`config.mk`:
```
export PLATFORM = sky130hd
export DESIGN_NAME = serial_tx
export DESIGN_NICKNAME = d
export VERILOG_FILES = /design/src/rtl/serial_tx.sv
export SDC_FILE = /design/constraint.sdc
export NUM_CORES = 1
export LEC_CHECK = 0
export CORE_ASPECT_RATIO = 1.25
export CORE_MARGIN = 2
export CORE_UTILIZATION = 45
export CTS_BUF_LIST = sky130_fd_sc_hd__clkbuf_4
export DETAILED_ROUTE_END_ITERATION = 8
export PLACE_DENSITY = 0.67
export SLEW_MARGIN = 20
export SYNTH_ARGS = -nofsm -noshare
export SYNTH_HDL_FRONTEND = slang
export SYNTH_SLANG_ARGS = --single-unit
```
`constraint.sdc`:
```
create_clock -name sys_clk -period 4.8 [get_ports sys_clk]
set_input_delay 0.72 -clock sys_clk [delete_from_list [all_inputs] [get_ports sys_clk]]
set_output_delay 0.72 -clock sys_clk [all_outputs]
set_load 0.01 [all_outputs]
```
`src/rtl/serial_tx.sv`:
```
// rtl/serial_tx.sv - UART-style serial transmitter: start bit, data LSB first, optional parity, stop bit
// Every line level is registered in tx_q, so tx is a single flop output with zero-cycle launch.
module serial_tx #(
  parameter int CLK_DIV = 16,
  parameter int DATA_W  = 8,
  parameter int PARITY  = 0
) (
  input  logic              sys_clk,
  input  logic              sys_rst_n,
  input  logic [DATA_W-1:0] tx_data,
  input  logic              tx_valid,
  output logic              tx_ready,
  output logic              tx,
  output logic              busy
);

  localparam int CW = (CLK_DIV > 1) ? $clog2(CLK_DIV) : 1;
  localparam int IW = $clog2(DATA_W + 1);
  localparam logic [CW-1:0] CNT_LAST = CW'(CLK_DIV - 1);
  localparam logic [IW-1:0] IDX_LAST = IW'(DATA_W - 1);

  typedef enum logic [2:0] {
    S_IDLE   = 3'd0,
    S_START  = 3'd1,
    S_DATA   = 3'd2,
    S_PARITY = 3'd3,
    S_STOP   = 3'd4
  } state_t;

  state_t            state_q, state_d;
  logic [CW-1:0]     cnt_q, cnt_d;
  logic [IW-1:0]     idx_q, idx_d;
  logic [DATA_W-1:0] shift_q, shift_d;
  logic              par_q, par_d;
  logic              tx_q, tx_d;
  logic              bit_end;

  assign bit_end  = (cnt_q == CNT_LAST);
  assign tx_ready = (state_q == S_IDLE);
  assign busy     = (state_q == S_START) || (state_q == S_DATA) ||
                    (state_q == S_PARITY) || (state_q == S_STOP);
  assign tx       = tx_q;

  always_ff @(posedge sys_clk or negedge sys_rst_n) begin
    if (!sys_rst_n) begin
      state_q <= S_IDLE;
      cnt_q   <= '0;
      idx_q   <= '0;
      shift_q <= '0;
      par_q   <= 1'b0;
      tx_q    <= 1'b1;
    end else begin
      state_q <= state_d;
      cnt_q   <= cnt_d;
      idx_q   <= idx_d;
      shift_q <= shift_d;
      par_q   <= par_d;
      tx_q    <= tx_d;
    end
  end

  // tx_d is the level of the bit that starts at this edge, hence the look-ahead on each transition.
  always_comb begin
    state_d = state_q;
    cnt_d   = bit_end ? '0 : cnt_q + 1'b1;
    idx_d   = idx_q;
    shift_d = shift_q;
    par_d   = par_q;
    tx_d    = tx_q;
    case (state_q)
      S_IDLE: begin
        cnt_d = '0;
        tx_d  = 1'b1;
        if (tx_valid) begin
          state_d = S_START;
          shift_d = tx_data;
          par_d   = (PARITY == 2) ? ~(^tx_data) : (^tx_data);
          idx_d   = '0;
          tx_d    = 1'b0;
        end
      end
      S_START: begin
        if (bit_end) begin
          state_d = S_DATA;
          tx_d    = shift_q[0];
        end
      end
      S_DATA: begin
        if (bit_end) begin
          idx_d   = idx_q + 1'b1;
          shift_d = shift_q >> 1;
          if (idx_q == IDX_LAST) begin
            if (PARITY != 0) begin
              state_d = S_PARITY;
              tx_d    = par_q;
            end else begin
              state_d = S_STOP;
              tx_d    = 1'b1;
            end
          end else begin
            tx_d = shift_d[0];
          end
        end
      end
      S_PARITY: begin
        if (bit_end) begin
          state_d = S_STOP;
          tx_d    = 1'b1;
        end
      end
      S_STOP: begin
        if (bit_end) begin
          state_d = S_IDLE;
          tx_d    = 1'b1;
        end
      end
      default: begin
        state_d = S_IDLE;
        cnt_d   = '0;
        idx_d   = '0;
        tx_d    = 1'b1;
      end
    endcase
  end

endmodule

```
## Word level (Yosys, flattened, before mapping)

Cells that the tools add are included.

| word-level totals | value |
|---|---|
| bits in latches | 0 |
| register bits | 20 |
| memory bits (writable) | 0 |
| ROM bits | 0 |
| input port bits | 11 |
| memories | 0 |
| word-level logic and storage cells | 54 |
| output and inout port bits | 3 |

| cells by class | value |
|---|---|
| equality and inequality tests | 13 |
| multipliers | 0 |
| multiplexer cells | 21 |
| shifts and indexed selects | 0 |
| reductions and logical operators | 12 |
| div/mod/pow operators | 0 |
| bitwise operators | 1 |
| magnitude comparators | 0 |
| $add $sub $neg | 2 |

Operators with widths:

| cell | count |
|---|---|
| $mux 3 | 6 |
| $mux 4 | 4 |
| $mux 8 | 2 |
| $pmux 8 s2 | 1 |
| $pmux 3 s5 | 1 |
| $pmux 4 s3 | 1 |
| $ne 2x2->1 const B | 5 |
| $reduce_and 3->1 | 3 |
| $add 4x1->4 const B | 2 |
| $eq 3x2->1 const B | 2 |
| $reduce_and 6->1 | 1 |
| $mux 1 | 5 |
| $eq 4x3->1 const B | 1 |
| $eq 4x4->1 const B | 1 |
| $ne 2x1->1 const B | 2 |
| $pmux 1 s4 | 1 |
| $reduce_or 4->1 | 1 |
| $eq 3x1->1 const B | 1 |
| $eq 3x3->1 const B | 1 |
| $logic_not 3->1 | 1 |
| $logic_or 1x1->1 | 3 |
| $reduce_or 3->1 | 1 |
| $reduce_bool 2->1 | 1 |
| $reduce_or 2->1 | 1 |
| $not 1->1 | 1 |

## Longest topological paths before layout

| logic depth | value |
|---|---|
| depth after elaboration | 4 |
| mapped depth | 6 |
| mapped depth without buffers | 5 |

## Least setup slack after synthesis

OpenSTA, ideal clock, no wires.

| timing | value |
|---|---|
| kind | register to output |
| from | register state_q[0] |
| to | output busy |
| slack | 3122 ps |
| data arrival time | 958 ps |
| buffers on the path | 1 |
| data required time | 4080 ps |
| cell stages (with the launch flop) | 4 |
| cell sequence | dfrtp_1 buf_2 nor2_1 xnor2_1 |

| between the ends | value |
|---|---|
| cells in the longest elaborated chain, start to end | 4 |
| elaborated cells on any way between the ends | 7 |
| classes of those cells | 4 x eq/ne; 3 x reduce/logical |

RTL lines:

| element | line | source |
|---|---|---|
| from (decl) | 30 | `state_t state_q, state_d;` |
| from (signal assigned) | 53 | `state_q <= state_d;` |
| $eq 3x1->1 / $eq 3x2->1 (equally long branches) | 40 | `assign busy = (state_q == S_START) \|\| (state_q == S_DATA) \|\|` |
| $logic_or 1x1->1 (2 in a row) | 40 |  |
| $logic_or 1x1->1 (*) | 41 | `(state_q == S_PARITY) \|\| (state_q == S_STOP);` |
| to (decl) | 14 | `output logic busy` |

Every way passes the cells marked *; elsewhere a longest branch is shown, timed or not.

## Worst setup path in the final report

Ends and elaborated chain as after synthesis.

==> results.md <==
* R2R depth at 4
* Post-synthesis compound-gate area fraction at 0.172
* Layout Cells excl Fill at ~150
* Multiplexer area fraction after synthesis at 0.0218
* Die span in x at 46.8 µm
* Seq/Total Area, Yosys at 0.486
* # diodes at 0
* First-pass GRT wire length at approximately 3300 µm
* Post-CTS sizing at 0
* Share of cells above drive strength 1 at 0.120
* Vias per cell at 5.24
* Max-slew violations at 0
* Initial antenna violation count at 0
* Most frequent cells in the layout: dfrtp_1, nand2_1, nor2_1
* PortBufs at 13
* Fin. Hold Viols at 0
* Sink Count at 20
* Largest family of logic cells by synthesized area: simple AND/OR/NAND/NOR gates
* Post-synthesis average cell area at 9.83 µm²
* DRC Markers at 0
* Worst path required time at 4.08 ns
* Die area at 2700 µm²
* Minimum clock period at 2.64 ns
* Worst reg2reg startpoint: cnt_q[0]
* Delay-heaviest family, CP: flip-flops
* P per Cell Area at 534 nW/µm²
* Clock tree buffer depth at 2
* Final wirelength at 1800 µm
* Clock Skew at slightly below 0.008 ns
* # rows at 19
* Post-Syn Nets at 118
* Num ports at 14
* Main synth FF type: dfrtp_1
* Synth Instances at ~110
* Reg2reg end: shift_q[2]
* Number of nets in the layout at 131
* Startpoint types: flop
* DRT Pass-1 Iters at 4
* Worst-path clk slew at 0.12 ns
* Post-Syn Area at 1030 µm²
* XOR/XNOR Fraction of Synth Area at 0.0255
* DP Wirelength at approximately 1300 µm
* Worst hold path cell count at 1
* VDD IR max at 0.000356 V
* Latest clock arrival within the worst-skew pair at 0.30 ns
* MaxCap Viol Count at 0
* Total power at 0.652 mW
* RSZ-0062 raised after global routing: no
* Fillers at 209
* Syn-to-layout area delta at 18.4%
* Pin count of the biggest net entering global routing at 21
* Slowest-stage cell, CP: dfrtp_1
* Starting Density at 0.472
* Placed Instances at 144
* Synth warn at 0
* Setup TNS at 0 ns
* Adder-Cell Fraction of Synth Area at 0.0242
* Root Buffer: clkbuf_4
* EDFF count, synth at 0
* Crit path DAT at between 1.5 and 2 ns
* Die height at 57.5 µm
* Max-slew headroom at 0.418
* Global routing's busiest layer: met2
* Clock H-tree levels at 1
* Core footprint at 2190 µm²
* Status: complete, no violations
* Tightest Pin Transition at 0.870 ns
* DR vias at 775
* Hold Buf Count CTS at 0
* Flops & latches, synth at 20
* Post-synth ARST share at 1.00
* Simple-gate area share of the yosys netlist at 0.236
* Cts bufs inserted at 3
* DRT iter0 DRCs at 13
* Multi-input logic area at 495 µm²
* R2R setup slack at 2.84 ns
* Final Cycle Share at 0.549
* Worst setup EP type: output port
* Antenna-violating nets left at 0
* CP max FO at 11
* Post-synthesis cell type count at 35
* GPL Wtd Cong at 0.692
* # setup viols final at 0
* Leading cell type in the layout, fill and taps excluded: dfrtp_1
* Total track usage at 0.165
* CP Class: flop to output port
* P_leak at 0.514 nW
* GRT overflow at 0
* Worst hold path class: flop to flop
* Met3 usage at 0.0190
* Critical Path, Cell by Cell: nor2_1 > xnor2_1 > clkdlybuf4s50_1
* Drt wl/cell at roughly 12 µm
* # Post-CTS Setup Buffers at 0
* Hold Path End: idx_q[3]
* Max Freq at 0.379 GHz
* TritonCTS clock tree: done
* Worst min-delay path startpoint: idx_q[3]
* Met2 usage at 0.290
* Seq. cell area at roughly 500 µm²
* Slowest stage delay, CP at 0.60 ns
* CP Buf/Inv Count at 1
* GR Util met1 at 0.192
* Vias in the first global route at 790
[logic make-up (layout without fill, tap and decap cells)]
group | count (synthesis) | in the layout
simple gates | 48 | 48
compound gates | 24 | 24
flops | 20 | 20
buf+inv | 6 | 18
xor+xnor | 3 | 3
fa+ha+maj | 2 | 2
mux | 2 | 2
[Yosys cell counts, types with 2 or more instances]
| master | n | share of area |
|---|---|---|
| xor2_1 | 2 | 0.017 |
| buf_2 | 4 | 0.019 |
| a21oi_1 | 2 | 0.0097 |
| nand2b_1 | 3 | 0.018 |
| o21ai_0 | 7 | 0.034 |
| ha_1 | 2 | 0.024 |
| and2_1 | 2 | 0.012 |
| nand3_1 | 4 | 0.019 |
| a31oi_1 | 6 | 0.036 |
| dfrtp_1 | 19 | 0.46 |
| nor2_1 | 14 | 0.051 |
| mux2_2 | 2 | 0.022 |
| nand2_1 | 16 | 0.058 |
[how the worst max path moves through the flow]
stage,startpoint,to,slack (ns),cells past startpoint
after global placement,tx_valid,shift_q[4],2.41,4
after CTS,state_q[0],busy,2.16,3
after detailed placement,tx_valid,shift_q[2],2.33,4
final,state_q[0],busy,2.16,3
after global routing,state_q[0],busy,2.01,3
after floorplan,state_q[0],busy,3.12,3
[cell type report]
| class | count | share of cell area |
|---|---|---|
| Clock buffer | 3 | 0.0184 |
| Multi-Input combinational cell | 79 | 0.405 |
| Clock inverter | 1 | 0.0246 |
| Sequential cell | 20 | 0.410 |
| Timing Repair Buffer | 13 | 0.106 |
| Inverter | 1 | 0.00307 |
| Tap cell | 31 | 0.0317 |
[registers in the layout, summed over array words and instances, names as in the netlist]
register / count
cnt_q: 4
shift_q: 8
idx_q: 4
state_q: 3
tx: 1
[metal layers]
layer / routed length (µm) / vias up
li1: - / 391
met1: 783 / 366
met2: 936 / 14
met3: 49 / 4
met4: 31 / 0
met5: 0 / -
[power by group]
| group | switching (mW) | total, mW | internal [mW] | leakage (nW) |
|---|---|---|---|---|
| Sequential | 0.0613 | 0.294 | 0.233 | 0.241 |
| Combinational | 0.108 | 0.222 | 0.114 | 0.245 |
| Clock | 0.0523 | 0.137 | 0.0844 | 0.0279 |
[per-stage QoR]
| step | util | setup slack (ns) | hold slack (ns) | cell area, µm² |
|---|---|---|---|---|
| 6_report | 0.559 | 2.16 | 0.481 | 1220 |
| 2_1_floorplan | - | 3.12 | 0.424 | 1030 |
| 4_1_cts | 0.559 | 2.16 | 0.484 | 1220 |
| 3_3_place_gp | 0.535 | 2.41 | 0.455 | 1170 |
| 3_5_place_dp | 0.535 | 2.33 | 0.468 | 1170 |
| 5_1_grt | 0.559 | 2.01 | 0.523 | 1220 |
Power figures use the tool's default switching activity.
